`config.mk`:
```
export PLATFORM = sky130hd
export DESIGN_NAME = id_decode_stage
export DESIGN_NICKNAME = d
export VERILOG_FILES = /design/src/rtl/rv_decode_pkg.sv /design/src/rtl/rv_imm_gen.sv /design/src/rtl/id_decode_stage.sv
export SDC_FILE = /design/constraint.sdc
export NUM_CORES = 1
export LEC_CHECK = 0
export BUFFER_PORTS_ARGS = -buffer_cell sky130_fd_sc_hd__buf_4
export CAP_MARGIN = 20
export CORE_AREA = 2 2 135 137
export CTS_BUF_LIST = sky130_fd_sc_hd__clkbuf_4
export DETAILED_ROUTE_END_ITERATION = 12
export DIE_AREA = 0 0 137 139
export GPL_TIMING_DRIVEN = 0
export PLACE_DENSITY = 0.67
export SKIP_LAST_GASP = 1
export SYNTH_ARGS = -nofsm -noshare
export SYNTH_HDL_FRONTEND = slang
export SYNTH_SLANG_ARGS = --single-unit
```
`constraint.sdc`:
```
create_clock -name clk -period 2.7 [get_ports clk]
set_input_delay 0.27 -clock clk [delete_from_list [all_inputs] [get_ports clk]]
set_output_delay 0.27 -clock clk [all_outputs]
set_load 0.05 [all_outputs]
```
`src/rtl/rv_decode_pkg.sv`:
```
// Shared RISC-V decode definitions: opcode constants, immediate format enum,
// decoded field struct and small opcode classification helpers.
package rv_decode_pkg;

  localparam logic [4:0] OPC_LOAD     = 5'b00000;
  localparam logic [4:0] OPC_MISC_MEM = 5'b00011;
  localparam logic [4:0] OPC_OP_IMM   = 5'b00100;
  localparam logic [4:0] OPC_AUIPC    = 5'b00101;
  localparam logic [4:0] OPC_STORE    = 5'b01000;
  localparam logic [4:0] OPC_OP       = 5'b01100;
  localparam logic [4:0] OPC_LUI      = 5'b01101;
  localparam logic [4:0] OPC_BRANCH   = 5'b11000;
  localparam logic [4:0] OPC_JALR     = 5'b11001;
  localparam logic [4:0] OPC_JAL      = 5'b11011;
  localparam logic [4:0] OPC_SYSTEM   = 5'b11100;

  typedef enum logic [2:0] {IMM_I, IMM_S, IMM_B, IMM_U, IMM_J, IMM_NONE} imm_type_e;

  typedef struct packed {
    logic [4:0] opcode;
    logic [2:0] func3;
    logic       func7;
    logic [4:0] rs1;
    logic [4:0] rs2;
    logic [4:0] rd;
  } dec_fields_t;

  function automatic imm_type_e imm_type_of(input logic [4:0] opc);
    case (opc)
      OPC_LOAD, OPC_OP_IMM, OPC_JALR: return IMM_I;
      OPC_STORE:                      return IMM_S;
      OPC_BRANCH:                     return IMM_B;
      OPC_LUI, OPC_AUIPC:             return IMM_U;
      OPC_JAL:                        return IMM_J;
      default:                        return IMM_NONE;
    endcase
  endfunction

  function automatic logic opcode_legal(input logic [4:0] opc);
    case (opc)
      OPC_LOAD, OPC_MISC_MEM, OPC_OP_IMM, OPC_AUIPC, OPC_STORE, OPC_OP,
      OPC_LUI, OPC_BRANCH, OPC_JALR, OPC_JAL, OPC_SYSTEM: return 1'b1;
      default:                                           return 1'b0;
    endcase
  endfunction

endpackage

```
`src/rtl/rv_imm_gen.sv`:
```
// Combinational immediate generator: picks the format from inst[6:2] and
// sign-extends from inst[31] to XLEN.
module rv_imm_gen
  import rv_decode_pkg::*;
#(
  parameter int XLEN = 32
) (
  input  logic [31:0]     inst,
  output logic [XLEN-1:0] imm
);

  logic [31:0] imm32;
  logic        unused_low_bits;

  assign unused_low_bits = ^inst[1:0];

  always_comb begin
    imm32 = '0;
    unique case (imm_type_of(inst[6:2]))
      IMM_I:    imm32 = {{20{inst[31]}}, inst[31:20]};
      IMM_S:    imm32 = {{20{inst[31]}}, inst[31:25], inst[11:7]};
      IMM_B:    imm32 = {{19{inst[31]}}, inst[31], inst[7], inst[30:25], inst[11:8], 1'b0};
      IMM_U:    imm32 = {inst[31:12], 12'b0};
      IMM_J:    imm32 = {{11{inst[31]}}, inst[31], inst[19:12], inst[20], inst[30:21], 1'b0};
      default:  imm32 = '0;
    endcase
  end

  // Every 32-bit form already carries inst[31] in its top bit.
  assign imm = XLEN'($signed(imm32));

endmodule

```
`src/rtl/id_decode_stage.sv`:
```
// Registered RISC-V decode stage with a two-entry (main + skid) buffer.
// Define ILLEGAL_CHK_EN to add the registered out_illegal flag.
module id_decode_stage
  import rv_decode_pkg::*;
#(
  parameter int XLEN = 32
) (
  input  logic            clk,
  input  logic            rst_n,
  input  logic            in_valid,
  output logic            in_ready,
  input  logic [31:0]     in_inst,
  input  logic [XLEN-1:0] in_pc,
  input  logic            flush,
  output logic            out_valid,
  input  logic            out_ready,
  output logic [XLEN-1:0] out_pc,
  output logic [4:0]      out_opcode,
  output logic [2:0]      out_func3,
  output logic            out_func7,
  output logic [4:0]      out_rs1_index,
  output logic [4:0]      out_rs2_index,
  output logic [4:0]      out_rd_index,
  output logic [XLEN-1:0] out_imm
`ifdef ILLEGAL_CHK_EN
  ,
  output logic            out_illegal
`endif
);

  typedef struct packed {
    logic [XLEN-1:0] pc;
    dec_fields_t     f;
    logic [XLEN-1:0] imm;
`ifdef ILLEGAL_CHK_EN
    logic            illegal;
`endif
  } dec_bundle_t;

  dec_bundle_t     dec;
  dec_bundle_t     main_q;
  dec_bundle_t     skid_q;
  logic            main_valid;
  logic            skid_valid;
  logic [XLEN-1:0] imm;
  logic            accept;
  logic            handoff;

  rv_imm_gen #(.XLEN(XLEN)) u_imm_gen (
    .inst (in_inst),
    .imm  (imm)
  );

  always_comb begin
    dec          = '0;
    dec.pc       = in_pc;
    dec.f.opcode = in_inst[6:2];
    dec.f.func3  = in_inst[14:12];
    dec.f.func7  = in_inst[30];
    dec.f.rs1    = in_inst[19:15];
    dec.f.rs2    = in_inst[24:20];
    dec.f.rd     = in_inst[11:7];
    dec.imm      = imm;
`ifdef ILLEGAL_CHK_EN
    dec.illegal  = (in_inst[1:0] != 2'b11) || !opcode_legal(in_inst[6:2]);
`endif
  end

  // Valid/ready: a transfer happens on a rising edge where both valid and
  // ready are 1; valid never depends on ready, and in_ready is a pure register.
  assign in_ready = !skid_valid;
  assign accept   = in_valid && in_ready;
  assign handoff  = main_valid && out_ready;

  always_ff @(posedge clk or negedge rst_n) begin
    if (!rst_n) begin
      main_valid <= 1'b0;
      skid_valid <= 1'b0;
      main_q     <= '0;
      skid_q     <= '0;
    end else if (flush) begin
      main_valid <= 1'b0;
      skid_valid <= 1'b0;
    end else if (!main_valid || handoff) begin
      // Skid is older than anything offered now, so it refills main first.
      if (skid_valid) begin
        main_q     <= skid_q;
        main_valid <= 1'b1;
        skid_valid <= 1'b0;
      end else begin
        main_valid <= accept;
        if (accept) main_q <= dec;
      end
    end else if (accept) begin
      skid_q     <= dec;
      skid_valid <= 1'b1;
    end
  end

  assign out_valid     = main_valid;
  assign out_pc        = main_q.pc;
  assign out_opcode    = main_q.f.opcode;
  assign out_func3     = main_q.f.func3;
  assign out_func7     = main_q.f.func7;
  assign out_rs1_index = main_q.f.rs1;
  assign out_rs2_index = main_q.f.rs2;
  assign out_rd_index  = main_q.f.rd;
  assign out_imm       = main_q.imm;
`ifdef ILLEGAL_CHK_EN
  assign out_illegal   = main_q.illegal;
`endif

endmodule

```
==> summary.txt <==
Clocking
  – Root buffer cell: clkbuf_4
  – Gates resized, CTS repair: 0
  – CTS max path bufs: 2
  – Clk slew on worst S/H paths: 0.13 ns
  – # H-tree levels: 4
  – Post-CTS setup buffers: 0
  – Clock Sinks: 178
  – Num CTS Buffers: 17
  – Clock latency on the worst-skew pair: 0.58 ns
  – CTS tree: done

Floorplan
  – Die area: 19000 sq um
  – Die width: 137 um
  – Die height: 139 um
  – Core area: 17700 sq um
  – Io pins: 159
  – Starting Density: 44.1%
  – Row Count: 49

Pwr
  – Switching part of the total: 35.1%
  – Power Internal: 4.52 mW
  – Register share of total power: 48.6%
  – Sw power: 2.44 mW
  – Combinational power share: 27.6%
  – Power Dens Cells: 684 nW/um^2
  – Clock power share: 23.8%
  – Pleak: 4.85 nW
  – VDD IR max: 304 uV

GRT
  – GRT Total Usage: 23.7%
  – Initial antenna violation count: 0
  – First-pass GRT wire length: 35.2 mm
  – Grt ovf: 0
  – Vias in the first global route: 6782
  – Pin count of the biggest net entering global routing: 93

Layout
  – Area Overhead vs Synth: 30.8%
  – Finished Layout Cells: 1310
  – Layout Utilization: 57.7%
  – Nets: 1137
  – Diodes inserted: 0
  – Layout cells sized above 1: 20.2%

Synthesis
  – Top-area cell type share of the netlist area: 57.2%
  – Ys flop type: dfrtp_1
  – Most common cell in the synthesized netlist: nand2_1
  – Yosys top cell by area: dfrtp_1
  – Cells after Synth: 833
  – Yosys reg bits: 178
  – Ys Warns: 0
  – Syn Std Cell Area: 7790 sq um
  – Sequential-to-total area share from yosys stat: 57.2%
  – Asr flop ratio synth: 100%
  – Synth top area cells: dfrtp_1 57%, nand2_1 13%, mux2i_1 7.3%
  – Yosys cell types: 41
  – Syn_nets: 902
  – Number of synthesized flops with an enable pin: 0
  – Mapped Avg Cell Area: 9.35 sq um
  – Synth cell count leaders: 276 x nand2_1, 178 x dfrtp_1, 90 x o21ai_0

Setup path
  – Slowest-stage cell, CP: dfrtp_1
  – Crit path required time: 2.43 ns
  – CP startpoint kind: flip-flop
  – Crit-path cells: buf_2 -> clkinv_1 -> clkbuf_1 -> buf_4
  – Worst Setup End Kind: primary output
  – R2R Path Start: out_valid$_DFFE_PN0N_
  – CP max stage delay: 0.37 ns
  – Critical Path AT: 2.22 ns
  – CP Launch Point: skid_valid$_DFFE_PN0P_
  – Setup slack on the worst flop-to-flop path: 0.56 ns
  – Worst R2R Path Depth: 5
  – Crit Path Max Fanout: 10
  – Worst setup endpoint: in_ready
  – Crit path kind: reg -> out
  – R2r endpoint: out_imm[23]$_DFFE_PN0P_

STA
  – Fmax: 0.402 GHz
  – Tmin final: 2.49 ns
  – Final Hold Vio Count: 0
  – Count of pins over their slew limit: 0
  – Clk_skew: 0.0158 ns
  – Final period utilization: 92.1%
  – Worst-Margin Slew: 1.02 ns
  – Slew HR: 32.0%
  – RSZ-0062 raised after global routing: false
  – Setup TNS: 0 ns
  – Final Setup Violations: 0

Drt
  – Vias per inst: 5.20
  – DR WL/cell: 16.7 um
  – Routed vias: 6806
  – Antenna-violating nets left: 0
  – DRT Pass-1 Iters: 5
  – Post-route DRC violation count: 0
  – Iteration-0 DRC Markers: 531
  – DRT Wirelength: 21.9 mm

Outcome
  – Status: finished, final reports clean

Placed design
  – Gpl congestion: 0.808
  – DP Wirelength: 15.0 mm
  – Port-buffer cells: 156
  – Placed cells: 1219

Run
  – Maxcap violations: 0

Worst hold path
  – Min-Delay Path Class: in -> reg
-- metal layers --
layer,global-route usage (%),share of wire [%]
met5,0,0
met2,37.1,47
met4,7.38,2.2
met3,4.61,6.1
met1,33.3,45
-- power groups by stage --
stage	registers [mW]	clock network, mW	logic (mW)
2_1_floorplan	4.07	0	0.529
5_1_grt	3.44	1.80	2.08
3_5_place_dp	3.44	0	1.86
3_3_place_gp	3.42	0	1.82
6_report	3.39	1.66	1.92
4_1_cts	3.38	1.70	1.93
-- cell usage in the layout (no fill, tap or decap), types with 2 or more instances in the layout --
| master | n |
|---|---|
| o31ai_1 | 8 |
| clkbuf_1 | 34 |
| clkinv_1 | 4 |
| o21ai_0 | 90 |
| buf_4 | 156 |
| or3_1 | 2 |
| mux2i_1 | 57 |
| nor2_1 | 37 |
| o211ai_1 | 4 |
| clkinv_2 | 3 |
| nor3_1 | 3 |
| bufinv_16 | 4 |
| a22oi_1 | 4 |
| and3_1 | 2 |
| dfrtp_1 | 178 |
| clkbuf_4 | 20 |
| a221oi_1 | 11 |
| nand2_1 | 276 |
| nor2b_1 | 4 |
| a32oi_1 | 3 |
| clkinv_4 | 2 |
| a21oi_1 | 53 |
| nand2b_1 | 3 |
| buf_2 | 25 |
| nor3b_1 | 2 |
| dlygate4sd3_1 | 59 |
| nand3_1 | 16 |
-- what timing repair did --
action	CTS	global route
endpoints found under the setup margin	0	0
hold endpoints to repair	191	0
hold buffers	59	0
-- how the worst min path moves through the flow --
stage,start,endpoint,slack [ns],depth (start not counted)
finish,out_ready,skid_valid$_DFFE_PN0P_,0.05,3
global placement,skid_q[85]$_DFFE_PN0P_,skid_q[85]$_DFFE_PN0P_,0.46,2
detailed placement,rst_n,out_rs1_index[0]$_DFFE_PN0P_,0.33,1
CTS,out_ready,skid_valid$_DFFE_PN0P_,0.01,3
global route,out_ready,skid_valid$_DFFE_PN0P_,0.006,3
floorplan,rst_n,out_func3[0]$_DFFE_PN0P_,-0.03,0
-- cell type report --
cell class,count,area (sq um)
Buffer,60,260
Clock buffer,20,150
Multi-Input combinational cell,594,3070
Sequential cell,178,4450
Fill cell,1637,7470
Inverter,1,3.75
Clock inverter,12,164
Timing Repair Buffer,216,1800
Tap cell,229,287
-- state kept, by name (all words and copies together), names as in the netlist, 3 cells and up --
| register | flops |
|---|---|
| skid_q | 88 |
| out_imm | 32 |
| out_pc | 32 |
| out_opcode | 5 |
| out_rd_index | 5 |
| out_rs1_index | 5 |
| out_rs2_index | 5 |
| out_func3 | 3 |
-- per-stage QoR --
stage | hold slack, ns | cell area (sq um) | total power [mW] | setup slack (ns)
floorplan | -0.0256 | 7790 | 4.60 | 0.828
global placement | 0.457 | 9250 | 5.24 | 0.214
detailed placement | 0.326 | 9280 | 5.30 | 0.572
CTS | 0.0140 | 10200 | 7.01 | 0.191
global route | 0.00627 | 10200 | 7.33 | 0.0586
finish | 0.0525 | 10200 | 6.97 | 0.214
-- cells by family (layout without fill, tap and decap cells) --
logic type | count (synthesis) | count (layout) | synth area share [%]
compound gates | 182 | 182 | 13.6
buf+inv | 61 | 309 | 3.39
simple gates | 354 | 354 | 18.4
mux | 58 | 58 | 7.47
flops | 178 | 178 | 57.2
-- critical path, delay by kind of cell (launching register included) --
kind | cells | cell delay (ns)
flops | 1 | 0.37
buf+inv | 4 | 1.26
No activity file was read; power rests on OpenSTA's default activity.
